`src/rtl/hazard_ctrl.sv`:
```
// Stall/flush control for the five-stage pipe plus I/D main-memory arbiter and stall counter.
// Controls are combinational and take effect at once; grants follow a request by one edge; D-cache wins ties.
module hazard_ctrl #(
    parameter int CNT_W = 16
) (
    input  logic             clk,
    input  logic             rst_n,
    input  logic             fd_valid,
    input  logic [3:0]       fd_regRs,
    input  logic [3:0]       fd_regRt,
    input  logic             fd_useRt,
    input  logic             de_memread,
    input  logic [3:0]       de_dstreg,
    input  logic             branch_taken,
    input  logic             icache_req,
    input  logic             icache_done,
    input  logic             dcache_req,
    input  logic             dcache_done,
    output logic             pc_en,
    output logic             fd_en,
    output logic             de_en,
    output logic             em_en,
    output logic             mw_en,
    output logic             fd_flush,
    output logic             de_flush,
    output logic             mem_grant_i,
    output logic             mem_grant_d,
    output logic [CNT_W-1:0] stall_cycles
);

    typedef enum logic [1:0] {
        IDLE   = 2'd0,
        SERV_D = 2'd1,
        SERV_I = 2'd2
    } arbState_t;

    arbState_t state;

    logic freeze;
    logic luse;
    logic istall;
    logic srcMatch;

    assign freeze   = dcache_req & ~dcache_done;
    assign istall   = icache_req & ~icache_done;
    assign srcMatch = (de_dstreg == fd_regRs) | (fd_useRt & (de_dstreg == fd_regRt));
    assign luse     = de_memread & (de_dstreg != 4'd0) & fd_valid & srcMatch;

    // Priority: freeze > load-use > branch > I-miss. A taken branch redirects the PC even mid-fill.
    always_comb begin
        pc_en    = 1'b1;
        fd_en    = 1'b1;
        de_en    = 1'b1;
        em_en    = 1'b1;
        mw_en    = 1'b1;
        fd_flush = 1'b0;
        de_flush = 1'b0;
        if (!rst_n) begin
            pc_en = 1'b0;
            fd_en = 1'b0;
            de_en = 1'b0;
            em_en = 1'b0;
            mw_en = 1'b0;
        end else if (freeze) begin
            pc_en = 1'b0;
            fd_en = 1'b0;
            de_en = 1'b0;
            em_en = 1'b0;
            mw_en = 1'b0;
        end else if (luse) begin
            pc_en    = 1'b0;
            fd_en    = 1'b0;
            de_flush = 1'b1;
        end else if (branch_taken) begin
            fd_flush = 1'b1;
        end else if (istall) begin
            pc_en    = 1'b0;
            fd_flush = 1'b1;
        end
    end

    // Grants are registered alongside the state so they can never overlap.
    always_ff @(posedge clk or negedge rst_n) begin
        if (!rst_n) begin
            state       <= IDLE;
            mem_grant_d <= 1'b0;
            mem_grant_i <= 1'b0;
        end else begin
            case (state)
                IDLE: begin
                    if (dcache_req) begin
                        state       <= SERV_D;
                        mem_grant_d <= 1'b1;
                        mem_grant_i <= 1'b0;
                    end else if (icache_req) begin
                        state       <= SERV_I;
                        mem_grant_d <= 1'b0;
                        mem_grant_i <= 1'b1;
                    end
                end
                SERV_D: begin
                    if (dcache_done) begin
                        if (icache_req) begin
                            state       <= SERV_I;
                            mem_grant_d <= 1'b0;
                            mem_grant_i <= 1'b1;
                        end else begin
                            state       <= IDLE;
                            mem_grant_d <= 1'b0;
                            mem_grant_i <= 1'b0;
                        end
                    end
                end
                SERV_I: begin
                    if (icache_done) begin
                        if (dcache_req) begin
                            state       <= SERV_D;
                            mem_grant_d <= 1'b1;
                            mem_grant_i <= 1'b0;
                        end else begin
                            state       <= IDLE;
                            mem_grant_d <= 1'b0;
                            mem_grant_i <= 1'b0;
                        end
                    end
                end
                default: begin
                    state       <= IDLE;
                    mem_grant_d <= 1'b0;
                    mem_grant_i <= 1'b0;
                end
            endcase
        end
    end

    always_ff @(posedge clk or negedge rst_n) begin
        if (!rst_n) begin
            stall_cycles <= '0;
        end else if (!pc_en && (stall_cycles != {CNT_W{1'b1}})) begin
            stall_cycles <= stall_cycles + CNT_W'(1);
        end
    end

endmodule

```
`config.mk`:
```
export PLATFORM = sky130hd
export DESIGN_NAME = hazard_ctrl
export DESIGN_NICKNAME = d
export VERILOG_FILES = /design/src/rtl/hazard_ctrl.sv
export SDC_FILE = /design/constraint.sdc
export NUM_CORES = 1
export LEC_CHECK = 0
export BUFFER_PORTS_ARGS = -buffer_cell sky130_fd_sc_hd__buf_2
export CAP_MARGIN = 25
export CORE_ASPECT_RATIO = 0.8
export CORE_UTILIZATION = 50
export CTS_CLUSTER_SIZE = 28
export DETAILED_ROUTE_END_ITERATION = 8
export PLACE_DENSITY = 0.81
export SLEW_MARGIN = 5
export SYNTH_ARGS = -nofsm -noshare
export SYNTH_HDL_FRONTEND = slang
export SYNTH_SLANG_ARGS = --single-unit
export TNS_END_PERCENT = 50
```
`constraint.sdc`:
```
create_clock -name clk -period 3.09 [get_ports clk]
set_input_delay 0.309 -clock clk [delete_from_list [all_inputs] [get_ports clk]]
set_output_delay 0.309 -clock clk [all_outputs]
set_load 0.1 [all_outputs]
```
=== Yosys cells after proc, flatten, opt, wreduce, memory -nomap -nowiden ===
Index checks and enable logic that the tools add are counted.

* Bits in registers: 20
* Output and inout bits: 25
* Bits of input ports: 22
* Word-level logic and storage cells: 64

* Muxes and demuxes: 37
* Reduce and logical (&&, ||, !) cells: 5
* Bitwise logic cells: 9
* Eq/ne operators: 8
* Add/subtract/negate cells: 1

{| class="wikitable"
|+ Operator list
! cell !! count
|-
| 1-bit 2-to-1 mux || 29
|-
| 16-bit by 1-bit adder with 16-bit output, second input constant || 1
|-
| 16-bit inequality test, second input constant || 1
|-
| 2-bit 2-to-1 mux || 5
|-
| 4-bit equality test || 2
|-
| 1-bit AND || 6
|-
| 1-bit one-hot mux with 3 select lines || 2
|-
| 2-bit one-hot mux with 3 select lines || 1
|-
| 2-bit inequality test, second input constant || 2
|-
| 4-bit nonzero test || 1
|-
| 3-bit inequality test, second input constant || 1
|-
| 3-bit AND reduction || 1
|-
| 2-bit by 1-bit equality test with 1-bit output, second input constant || 1
|-
| 2-bit equality test, second input constant || 1
|-
| 2-bit logical NOT || 1
|-
| 1-bit inverter || 2
|-
| 1-bit logical AND || 1
|-
| 1-bit logical NOT || 1
|-
| 1-bit bitwise OR || 1
|}

=== Logic depth before layout (Yosys ltp) ===
* Word-level depth: 9
* Depth in mapped cells: 8
* Depth with buffers taken out: 6

=== Worst setup path after synthesis ===
No wires, ideal clock.

* Path type: in2out
* Start: in dcache_done
* End: out fd_flush
* Path buffers: 0
* Stages on the path: 4
* Arrival time: 5.154 ns
* Slack: -2.373 ns
* Data required time: 2.781 ns
* Path through: inv_1 a21boi_0 nor2b_1 o21a_1

* Cells in the longest elaborated chain, start to end: 4

{| class="wikitable"
|+ RTL lines
! what !! RTL line !! source
|-
| from (decl) || 18 || <nowiki>input logic dcache_done,</nowiki>
|-
| 1-bit inverter || 44 || <nowiki>assign freeze = dcache_req & ~dcache_done;</nowiki>
|-
| 1-bit AND || 44 ||
|-
| 1-bit 2-to-1 mux || 64 || <nowiki>end else if (freeze) begin</nowiki>
|-
| 1-bit 2-to-1 mux || 58 || <nowiki>if (!rst_n) begin</nowiki>
|-
| to (decl) || 24 || <nowiki>output logic fd_flush,</nowiki>
|}

Every way passes these cells.

=== Worst setup path in the final report ===
* Start: in de_dstreg[1]
* End: out fd_flush

* Cells in the longest elaborated chain, start to end: 7
* Elaborated cells on any way between the ends: 11
* Those cells by class: eq/ne: 2; mux: 3; bitwise: 5; reduce/logical: 1

{| class="wikitable"
|+ RTL lines
! what !! RTL line !! source
|-
| from (decl) || 13 || <nowiki>input logic [3:0] de_dstreg,</nowiki>
|-
| 4-bit equality test / 4-bit nonzero test (equally long branches) || 46, 47 ||
|-
| 1-bit AND, on equally long branches || 46, 47 ||
|-
| 1-bit bitwise OR / 1-bit AND (equally long branches) || 46, 47 ||
|-
| 1-bit AND * || 47 || <nowiki>assign luse = de_memread & (de_dstreg != 4'd0) & fd_valid & srcMatch;</nowiki>
|-
| 1-bit 2-to-1 mux * || 70 || <nowiki>end else if (luse) begin</nowiki>
|-
| 1-bit 2-to-1 mux * || 64 ||
|-
| 1-bit 2-to-1 mux * || 58 ||
|}

Every way passes the cells marked *; elsewhere a longest branch is shown, timed or not.

==> flow_summary.toml <==
[cts]
cts_sinks = 20
cts_tree = "done"
ctsResizeCount = 0
cts_root_buffer = "clkbuf_4"
clk_path_buf_depth = 2
cts_made_buffers = 3
htree_levels = 1
insertion_delay_ns = 0.30
clkTransAtPathRegs_ns = 0.12

[yosys]
yosysTopAreaCell = "dfrtp_1"
syn_inst = 117
synth.distinct_cells = 35
synth_seq_area_share_pct = 40.4
ys_warn_count = 0
yosysTopAreaCellShare_pct = 40.4
ys_seq_elements = 20
synth_fp_nets = 140
yosys-top-cells-area = "dfrtp_1 (40%), xor2_1 (12%), nor4_4 (6.9%)"
synth_area_mm2 = 0.00124
synth_area_per_cell_um2 = 10.6

[grt]
grt_overflow = 0
antenna_found_initial = 0
grt_usage_pct = 20.5
grt_max_degree = 21
grt_pass1_wl_mm = 4.04
first_global_vias = 960

[floorplanning]
die_w_um = 57.7
core_region_area_mm2 = 0.00225
num_io_pins = 47
start_util_pct = 55.1
die_area_mm2 = 0.00268
die_y_um = 46.5
num_rows = 15

[place]
port_buffers = 46
hpwl_mm = 1.98
preCtsSetupSlack_ns = 0.703
place.gp.congestion = 0.779
place_area_mm2 = 0.00150

[power_and_ir_drop]
ir_drop_mv = 0.609
powerDensity_mw_per_mm2 = 1020
p_leak_nw = 0.731

[timing]
worst_slew_pin_slew_ns = 0.536
layout_min_cycle_time_ns = 2.38
setup_violations = 0
report.final.slew_viol_count = 0
post-route-period-util_pct = 76.9
whs_ns = 0.301
skew_ns = 0.0110
fin_ws_ns = 0.712
fin_setup_tns_ns = 0
hold_viol_final = 0
achievable-frequency_mhz = 421
slew_headroom_pct = 64.0
rsz0062_at_grt = "false"

[setup_path]
crit_chain = "buf_2 > or4_1 > nand3_1 > or3_1 > or2b_1 > nor2b_4 > o21a_1 > buf_2"
r2r_cells = 7
crit_required_ns = 2.78
reg2reg_slack_ns = 0.89
crit_slowest_cell = "or4_1"
worst_path_most_repeated_cell = "buf_2"
end_kind = "output port"
start_kind = "primary input"
arrival_ns = 2.07
worstPathMaxFanout = 3
reg2reg_from = "stall_cycles[1]$_DFFE_PN0P_"
cp_top_family = "simple AND/OR/NAND/NOR gates"
r2r_end = "stall_cycles[3]$_DFFE_PN0P_"
slowest_delay_ns = 0.51
path_buf_inv = 2
critPathKind = "in2out"

[finish]
final_cell_mix = "buf_2 (46), dfrtp_1 (20), xor2_1 (17)"
seqCellArea_um2 = 500
design_area_mm2 = 0.00156
n_fill_cell = 166
n_antenna_cell = 0
final_common_cell = "buf_2"
area_growth_pct = 26.1
multi_input_area_um2 = 694
drive_above_1_share_pct = 38.9
nets = 191

[hold_path]
hp-class = "in2reg"
min_from = "dcache_done"
worstHoldPathCells = 4
holdPathEnd = "state[0]$_DFFE_PN0P_"

[run_status]
run_status = "finished, violations left"
violations = "design-rule violations"

[routing]
firstDrtPassIters = 6
drtIter0Drc = 23
viasPerCell = 5.46
vias = 1048
ant_nets = 0
routedWlPerCell_um = 12.5
wl_mm = 2.40
drc = 2

[run]
drv_cap = 0
## cells in the mapped netlist
master,instances
buf_6,1
mux2_2,1
nand2b_1,3
and4_1,1
nor4b_2,2
nor2b_1,2
or2_1,1
nor4b_1,2
o22ai_1,2
ha_1,1
nor2_1,4
and4b_1,1
or4_1,1
o21a_1,3
nor3_1,5
o21ai_0,1
buf_4,3
xor2_1,17
nand3b_1,1
nor4_4,4
dfrtp_1,20
nand3_1,6
buf_12,1
nor4_1,2
a21oi_1,2
a21boi_0,1
nor3b_2,1
nand2_1,10
and3_1,1
or2b_1,1
nand4_1,3
or3_1,2
inv_1,4
and2_1,1
xnor2_1,6
## routing by layer
layer	wire, um	vias up	GRT usage [%]	part of all wire (%)
met5	0	-	0	0
met1	1080	490	25.0	45
met2	1140	41	34.7	47
met4	54	0	9.05	2.3
met3	128	6	5.62	5.3
li1	-	511	-	-
## tightest hold or removal path, delay by kind of cell
family                 cells  cell delay [ns]
AND/OR/NAND/NOR            3             0.17
buffers and inverters      1             0.10
## metrics by stage
| stage | instances | util, % | total power [mW] |
|---|---|---|---|
| after floorplan | 117 | - | 1.24 |
| after global placement | 187 | 66.7 | 1.37 |
| after detailed placement | 187 | 66.7 | 1.39 |
| after CTS | 192 | 69.4 | 1.61 |
| after global routing | 192 | 69.4 | 1.67 |
| final | 192 | 69.4 | 1.60 |
## cell families (layout without fill, tap and decap cells)
kind of cell	Yosys count	in the layout	share of synthesized area [%]
and+or+nand+nor	54	54	31.3
xor gates and xnor gates	23	23	16.2
DFF	20	20	40.4
AOI/OAI and AO/OA	9	9	4.64
buffers and inverters	9	59	5.55
adders and majority gates	1	1	1.01
muxes	1	1	0.908
## sequential cells by signal, summed over array words and instances (netlist names)
register,count
state,2
stall_cycles,16
mem_grant_d,1
mem_grant_i,1
## repair_timing
item / in CTS / in global routing
setup endpoints to repair: 0 / 0
endpoints found under the hold margin: 12 / 0
hold buffers: 1 / 0
buffers inserted: 0 / 0
## layout make-up
cell class,count,area share (%)
clock buffer,3,1.44
clock inverter,1,1.92
timing repair buffer,51,17.3
multi-input combinational,88,44.4
sequential,20,32.0
inverter,4,0.960
tap,25,2.00
## power by group
group | internal [mW] | leakage (nW) | switching [mW]
registers | 0.349 | 0.236 | 0.0964
logic | 0.174 | 0.467 | 0.767
clock network | 0.131 | 0.0279 | 0.0798
## worst max path at each step
stage                            start        to  slack [ns]  depth (start not counted)
final                     de_dstreg[1]  fd_flush        0.71                          8
after detailed placement  de_dstreg[1]  fd_flush        0.70                          8
after global routing      de_dstreg[1]  fd_flush        0.63                          8
after CTS                 de_dstreg[1]  fd_flush        0.70                          8
after floorplan           de_dstreg[1]  fd_flush        0.15                          6
after global placement    de_dstreg[1]  fd_flush        0.74                          8
(Power assumes the default switching activity.)
